[config.mk]
export PLATFORM = sky130hd
export DESIGN_NAME = irq_sequencer
export DESIGN_NICKNAME = d
export VERILOG_FILES = /design/src/rtl/irq_pkg.sv /design/src/rtl/irq_prio_sel.sv /design/src/rtl/irq_sequencer.sv
export SDC_FILE = /design/constraint.sdc
export NUM_CORES = 1
export LEC_CHECK = 0
export BUFFER_PORTS_ARGS = -buffer_cell sky130_fd_sc_hd__buf_2
export CORE_MARGIN = 1.5
export CORE_UTILIZATION = 46
export CTS_BUF_LIST = sky130_fd_sc_hd__clkbuf_8 sky130_fd_sc_hd__clkbuf_16
export CTS_CLUSTER_DIAMETER = 30
export CTS_CLUSTER_SIZE = 10
export DETAILED_ROUTE_END_ITERATION = 10
export PLACE_DENSITY = 0.75
export SETUP_SLACK_MARGIN = 0.2
export SYNTH_ARGS = -nofsm -noshare
export SYNTH_HDL_FRONTEND = slang
export SYNTH_SLANG_ARGS = --single-unit
[constraint.sdc]
create_clock -name clk -period 1.8 [get_ports clk]
set_input_delay 0.54 -clock clk [delete_from_list [all_inputs] [get_ports clk]]
set_output_delay 0.54 -clock clk [all_outputs]
set_load 0.03 [all_outputs]
[src/rtl/irq_pkg.sv]
// Shared types and helpers for the interrupt sequencer: FSM state encoding,
// vector-width derivation and one-hot decode.
package irq_pkg;

    localparam int MAX_IRQ   = 16;
    localparam int MAX_VEC_W = 4;

    typedef enum logic [1:0] {
        IDLE    = 2'd0,
        REQ     = 2'd1,
        SERVICE = 2'd2
    } state_e;

    // Smallest w with 2**w >= n; VEC_W must equal clog2(NUM_IRQ).
    function automatic int clog2(input int n);
        int r;
        r = 0;
        for (int i = 0; i < 31; i++) begin
            if ((1 << i) < n) r = i + 1;
        end
        return r;
    endfunction

    function automatic logic [MAX_IRQ-1:0] onehot(input logic [MAX_VEC_W-1:0] vec);
        return MAX_IRQ'(1) << vec;
    endfunction

endpackage

[src/rtl/irq_prio_sel.sv]
// Combinational winner selection among candidate sources: lowest index in
// fixed mode, or nearest index at/after rr_ptr (wrapping) in round-robin mode.
module irq_prio_sel
    import irq_pkg::*;
#(
    parameter int NUM_IRQ     = 4,
    parameter int VEC_W       = 2,
    parameter int ROUND_ROBIN = 0
) (
    input  logic [NUM_IRQ-1:0] cand_i,
    input  logic [VEC_W-1:0]   rr_ptr_i,
    output logic               valid_o,
    output logic [VEC_W-1:0]   sel_o
);

    // Each candidate gets a distance from the search start; the smallest wins.
    always_comb begin
        int best_d;
        int d;
        valid_o = 1'b0;
        sel_o   = '0;
        best_d  = NUM_IRQ;
        d       = 0;
        for (int i = 0; i < NUM_IRQ; i++) begin
            if (ROUND_ROBIN != 0) begin
                d = i - int'(rr_ptr_i);
                if (d < 0) d = d + NUM_IRQ;
            end else begin
                d = i;
            end
            if (cand_i[i] && (d < best_d)) begin
                best_d  = d;
                valid_o = 1'b1;
                sel_o   = VEC_W'(i);
            end
        end
    end

endmodule

[src/rtl/irq_sequencer.sv]
// Interrupt sequencer: captures source rising edges, masks, prioritises and
// runs a non-nested request/ack/eoi handshake with a single CPU line.
module irq_sequencer
    import irq_pkg::*;
#(
    parameter int NUM_IRQ     = 4,
    parameter int VEC_W       = 2,
    parameter int ROUND_ROBIN = 0
) (
    input  logic               clk,
    input  logic               rst_n,
    input  logic               enable,
    input  logic [NUM_IRQ-1:0] irq_in,
    input  logic [NUM_IRQ-1:0] mask,
    input  logic               int_ack,
    input  logic               eoi,
    output logic               int_req,
    output logic [VEC_W-1:0]   irq_vector,
    output logic [NUM_IRQ-1:0] in_service,
    output logic [NUM_IRQ-1:0] pending
);

    state_e             state_q, state_d;
    logic               int_req_q, int_req_d;
    logic [VEC_W-1:0]   irq_vector_q, irq_vector_d;
    logic [NUM_IRQ-1:0] in_service_q, in_service_d;
    logic [NUM_IRQ-1:0] pending_q, pending_d;
    logic [NUM_IRQ-1:0] irq_prev_q;
    logic [VEC_W-1:0]   rr_ptr_q, rr_ptr_d;

    logic [NUM_IRQ-1:0] irq_rise;
    logic [NUM_IRQ-1:0] cand;
    logic [NUM_IRQ-1:0] vec_oh;
    logic               sel_valid;
    logic [VEC_W-1:0]   sel_idx;

    assign irq_rise = irq_in & ~irq_prev_q;
    assign cand     = pending_q & ~mask;
    assign vec_oh   = NUM_IRQ'(onehot(MAX_VEC_W'(irq_vector_q)));

    irq_prio_sel #(
        .NUM_IRQ     (NUM_IRQ),
        .VEC_W       (VEC_W),
        .ROUND_ROBIN (ROUND_ROBIN)
    ) u_prio_sel (
        .cand_i   (cand),
        .rr_ptr_i (rr_ptr_q),
        .valid_o  (sel_valid),
        .sel_o    (sel_idx)
    );

    always_comb begin
        state_d      = state_q;
        int_req_d    = int_req_q;
        irq_vector_d = irq_vector_q;
        in_service_d = in_service_q;
        pending_d    = pending_q;
        rr_ptr_d     = rr_ptr_q;

        case (state_q)
            IDLE: begin
                if (enable && sel_valid) begin
                    irq_vector_d = sel_idx;
                    int_req_d    = 1'b1;
                    state_d      = REQ;
                end
            end
            REQ: begin
                // Ack takes precedence over a mask that rises in the same cycle.
                if (int_ack) begin
                    pending_d    = pending_q & ~vec_oh;
                    in_service_d = vec_oh;
                    int_req_d    = 1'b0;
                    state_d      = SERVICE;
                end else if (|(mask & vec_oh)) begin
                    int_req_d = 1'b0;
                    state_d   = IDLE;
                end
            end
            SERVICE: begin
                if (eoi) begin
                    in_service_d = '0;
                    rr_ptr_d     = (irq_vector_q == VEC_W'(NUM_IRQ - 1)) ? '0
                                                                         : irq_vector_q + 1'b1;
                    state_d      = IDLE;
                end
            end
            default: begin
                state_d   = IDLE;
                int_req_d = 1'b0;
            end
        endcase

        // A new edge on the source being acked re-arms it.
        pending_d = pending_d | irq_rise;
    end

    always_ff @(posedge clk) begin
        if (!rst_n) begin
            state_q      <= IDLE;
            int_req_q    <= 1'b0;
            irq_vector_q <= '0;
            in_service_q <= '0;
            pending_q    <= '0;
            irq_prev_q   <= '0;
            rr_ptr_q     <= '0;
        end else begin
            state_q      <= state_d;
            int_req_q    <= int_req_d;
            irq_vector_q <= irq_vector_d;
            in_service_q <= in_service_d;
            pending_q    <= pending_d;
            irq_prev_q   <= irq_in;
            rr_ptr_q     <= rr_ptr_d;
        end
    end

    assign int_req    = int_req_q;
    assign irq_vector = irq_vector_q;
    assign in_service = in_service_q;
    assign pending    = pending_q;

endmodule
After elaboration in Yosys (flattened, before gate mapping)
Index checks and enable logic that the tools add are counted.
- bits in latches: 0
- bits in writable memories: 0
- logic and storage cells: 60
- bits in registers: 17
- ROM bits: 0
- input port bits: 13
- memories: 0
- div/mod/pow operators: 0
- order comparisons: 3
- multiply operators: 0
- bitwise gates (word level): 9
- $add $sub $neg: 0
- shift operators: 1
- reduce and logical (&&, ||, !) cells: 11
- equality and inequality tests: 6
- muxes and demuxes: 24
- operators by type and width (operator ; count):
    less-than comparator 3 x 32 -> 1 bit, first input constant ; 2
    2-to-1 mux 32 bit ; 2
    less-than comparator 2 x 32 -> 1 bit, first input constant ; 1
    AND 4 bit ; 4
    2-to-1 mux 4 bit ; 4
    2-to-1 mux 2 bit ; 6
    NOT 4 bit ; 3
    AND reduction 3 bit ; 3
    2-to-1 mux 1 bit ; 8
    one-hot mux 4 bit (2 select lines) ; 1
    != test 2 bit, second input constant ; 3
    one-hot mux 2 bit (3 select lines) ; 1
    logical AND 1 bit ; 4
    OR 4 bit ; 1
    OR reduction 4 bit ; 1
    left shift 1 x 2 -> 4 bit, first input constant ; 1
    2-to-1 mux 3 bit ; 1
    != test 3 bit, second input constant ; 1
    one-hot mux 1 bit (3 select lines) ; 1
    equality test 2 x 1 -> 1 bit, second input constant ; 1
    equality test 2 bit, second input constant ; 1
    zero test 2 bit ; 1
    AND reduction 2 bit ; 1
    nonzero test 2 bit ; 1
    NOT 1 bit ; 1

Logic depth before layout (Yosys ltp)
- depth after elaboration: 15
- gate-level depth with buffers: 5
- gate-level depth less buffers: 4

Cells and area by module
From an unflattened synthesis, not the netlist that was laid out.
- cells, all modules: 86
- area total of the unflattened synthesis: 853.3 um^2
- modules (own cells, without submodules) (module ; seq. area each (um^2) ; instances ; cells each ; area each (um^2)):
    irq_sequencer ; 380.4 ; 1 ; 79 ; 818.3
    irq_prio_sel ; 0.0 ; 1 ; 7 ; 35.0

Least setup slack after synthesis
Ideal clock, no wire load.
- kind: register to register
- start: reg irq_vector_q[0], in the netlist irq_vector[0]
- end: reg state_q[0]
- data required time: 1.742 ns
- setup slack: 0.119 ns
- stages on the path, launching flop included: 5
- library setup time: 0.058 ns
- data arrival time: 1.623 ns
- clock period less this slack: 1.681 ns
- buffers on the path: 0
- cells stage by stage: dfxtp_1 > mux4_2 > or3_1 > nor2_1 > o21a_1
- cells in the longest elaborated chain, start to end: 5
- ends and longest elaborated chain (what ; line ; source):
    from (decl) ; irq_sequencer.sv:25 ; logic [VEC_W-1:0] irq_vector_q, irq_vector_d;
    from (signal assigned) ; irq_sequencer.sv:110 ; irq_vector_q <= irq_vector_d;
    left shift 1 x 2 -> 4 bit ; irq_pkg.sv:25 ; return MAX_IRQ'(1) << vec;
    AND 4 bit ; irq_sequencer.sv:75 ; end else if (|(mask & vec_oh)) begin
    OR reduction 4 bit ; irq_sequencer.sv:75 ;
    != test 3 bit (no source line) ; - ;
    AND reduction 3 bit (no source line) ; - ;
    to (signal assigned) ; irq_sequencer.sv:108 ; state_q <= state_d;
    to (decl) ; irq_sequencer.sv:23 ; state_e state_q, state_d;
Every way passes these cells.
A chain may end at the register's enable or synchronous reset.

Worst setup path in the final report
- start: reg irq_vector_q[1], in the netlist irq_vector[1]
- end: out irq_vector[1]
- RTL lines (what ; line ; source):
    to (decl) ; irq_sequencer.sv:18 ; output logic [VEC_W-1:0] irq_vector,
No word-level cell between the ends.

==> results.json <==
{
  "crit_slowest_cell": "dfxtp_1",
  "crit_buf_inv": 1,
  "finalCriticalPeriod_ns": 1.48,
  "finClkSkew_ns": 0.00224,
  "power_density_mw_per_mm2": 960,
  "design_area_um2": 841,
  "cts_sinks": 17,
  "ys_seq_area_frac": 0.505,
  "finalMaxSlewViolations": 0,
  "drtAntennaViolNets": 0,
  "h-tree-depth": 1,
  "required_ns": 1.26,
  "drc": 0,
  "crit_type": "flip-flop to output pin",
  "syn_area_um2": 674,
  "p_switching_uw": 208,
  "yosys.area.top_type": "dfxtp_1",
  "syn-num-nets": 86,
  "outcome": "completed",
  "yosys_register_bits": 17,
  "via_per_inst": 5.12,
  "avgSynthCellArea_um2": 9.24,
  "tightest_slew_ns": 0.414,
  "worstSkewPairLatency_ns": 0.25,
  "r2r_end": "state_q[0]",
  "post-route-period-util": 0.821,
  "cts_max_path_buffers": 2,
  "dp_hpwl_um": 971,
  "die_w_um": 41.3,
  "syn_inst": 73,
  "startpoint_type": "flip-flop",
  "drv_cap": 0,
  "multiInputGateArea_um2": 302,
  "relSlewSlack": 0.722,
  "clkPwrFrac": 0.334,
  "grt_max_degree": 19,
  "io_pins": 24,
  "die_area_mm2": 0.00170,
  "yosysMostFrequentCell": "dfxtp_1",
  "die_h_um": 41.3,
  "min_path_type": "flip-flop to flip-flop",
  "place_inst": 108,
  "initial_core_util": 0.506,
  "synth_top_cell_area_share": 0.505,
  "track_usage": 0.187,
  "p_seq_frac": 0.517,
  "drive_gt1_frac": 0.289,
  "cts-root-buf": "clkbuf_8",
  "postCtsSetupBuffers": 0,
  "fp-row-count": 13,
  "clk_pin_slew_ns": 0.06,
  "p_leak_uw": 0.000385,
  "max_stage_delay_ns": 0.45,
  "setup_tns_ns": 0,
  "seq_area_um2": 342,
  "nets": 111,
  "cts_resized": 0,
  "yosys_most_used_dff": "dfxtp_1",
  "vias": 573,
  "numPortBuffers": 23,
  "drtIter0Drc": 0,
  "cts_tree": "done",
  "max_freq_mhz": 677,
  "r2r_cells": 4,
  "switching_share": 0.258,
  "overflow": 0,
  "cts-buffers-inserted": 3,
  "setup_viol": 0,
  "synth_edf_count": 0,
  "r2r_slack_ns": 0.33,
  "place_congestion": 0.858,
  "hold_depth": 1,
  "avgRoutedWirePerCell_um": 11.5,
  "antennaDiodeCount": 0,
  "firstDrtPassIters": 1,
  "synth_commonest_cells": "dfxtp_1, nand2_1, inv_1",
  "crit_arrival_ns": 0.94,
  "area_growth_syn_to_layout_pct": 24.7,
  "hp-start": "irq_prev_q[3]",
  "grt_pass1_vias": 497,
  "worst_setup_path_end_kind": "output pin",
  "antenna_found_initial": 0,
  "r2r_start": "irq_vector[0]",
  "path_delay_family": "flip-flops",
  "hold_viol_final": 0,
  "yosys_warnings": 0,
  "ir_worst_vdd_mv": 0.765,
  "instances_no_fill": 112,
  "place_area_um2": 796,
  "grt_pass1_wl_um": 1920,
  "fillCellCount": 130,
  "async_flop_share": 0,
  "worstHoldEndpoint": "pending[3]",
  "rsz0062_at_grt": "false",
  "crit_chain": "buf_2",
  "synth_area_leaders": "dfxtp_1, nand2_1, a21boi_1",
  "p_int_uw": 599,
  "path_max_fanout": 7,
  "coreArea_mm2": 0.00133,
  "cts_hold_buf": 0,
  "p_comb_frac": 0.148,
  "routed_wl_um": 1280,
  "synth_cell_types": 27
}
metrics by stage:
step | power, uW | util | hold slack [ns] | setup WS, ns
global placement | 544 | 0.597 | 0.401 | 0.141
global route | 849 | 0.630 | 0.446 | 0.260
floorplan | 507 | - | 0.399 | 0.262
CTS | 818 | 0.630 | 0.422 | 0.316
finish | 807 | 0.630 | 0.414 | 0.322
detailed placement | 546 | 0.597 | 0.414 | 0.110
worst register-to-register path, delay by kind of cell (launching register included):
kind            cells  cell delay (ns)
mux                 1             0.50
flops               1             0.38
compound gates      1             0.11
simple gates        2             0.43
registers in the layout, summed over array words and instances, names as in the netlist:
register    count
irq_vector      2
irq_prev_q      4
state_q         2
in_service      4
pending         4
int_req         1
how the worst max path moves through the flow:
stage	start	to	slack, ns	depth (start not counted)
detailed placement	mask[2]	state_q[0]	0.11	5
floorplan	mask[3]	state_q[0]	0.26	4
global route	irq_vector[0]	state_q[0]	0.26	4
CTS	irq_vector[0]	state_q[0]	0.32	4
global placement	mask[2]	state_q[0]	0.14	5
finish	irq_vector[1]	irq_vector[1]	0.32	1
power groups by stage:
| stage | sequential (uW) | combinational, uW | clock, uW |
|---|---|---|---|
| after floorplan | 454 | 53.0 | 0 |
| after global placement | 426 | 118 | 0 |
| after detailed placement | 426 | 120 | 0 |
| after CTS | 418 | 121 | 280 |
| after global routing | 421 | 131 | 297 |
| final | 418 | 120 | 270 |
routing by layer:
layer  share of wire  GRT usage  wire length, um
met2            0.47      0.320              600
met3           0.057     0.0957               73
met4           0.023     0.0968               30
met5               0          0                0
met1            0.45      0.182              579
cell usage in the layout, fill, tap and decap left out, types with 2 or more instances in the layout:
master    synthesis  routed
buf_2             2      23
dfxtp_1          17      16
nand2_1           8       8
inv_1             5       6
a21oi_1           4       4
o21ai_0           4       4
a21boi_1          3       3
nor3b_1           3       3
nand2b_1          3       3
nand3_1           3       3
clkbuf_8          0       3
nand3b_1          2       2
nor2b_1           2       2
nor2_1            2       2
o21a_1            2       2
cell type report:
type | instances | share of cell area
sequential | 17 | 0.406
multi-input combinational | 48 | 0.359
timing repair buffer | 23 | 0.137
clock buffer | 3 | 0.0491
inverter | 5 | 0.0223
tap | 15 | 0.0223
clock inverter | 1 | 0.00446
cell families after synthesis:
kind of cell,count (synthesis),share of synthesized area
AND/OR/NAND/NOR,29,0.245
AO/OA/AOI/OAI,18,0.169
flip-flops,17,0.505
buffers and inverters,8,0.0482
multiplexers,1,0.0334
Power figures use the tool's default switching activity.
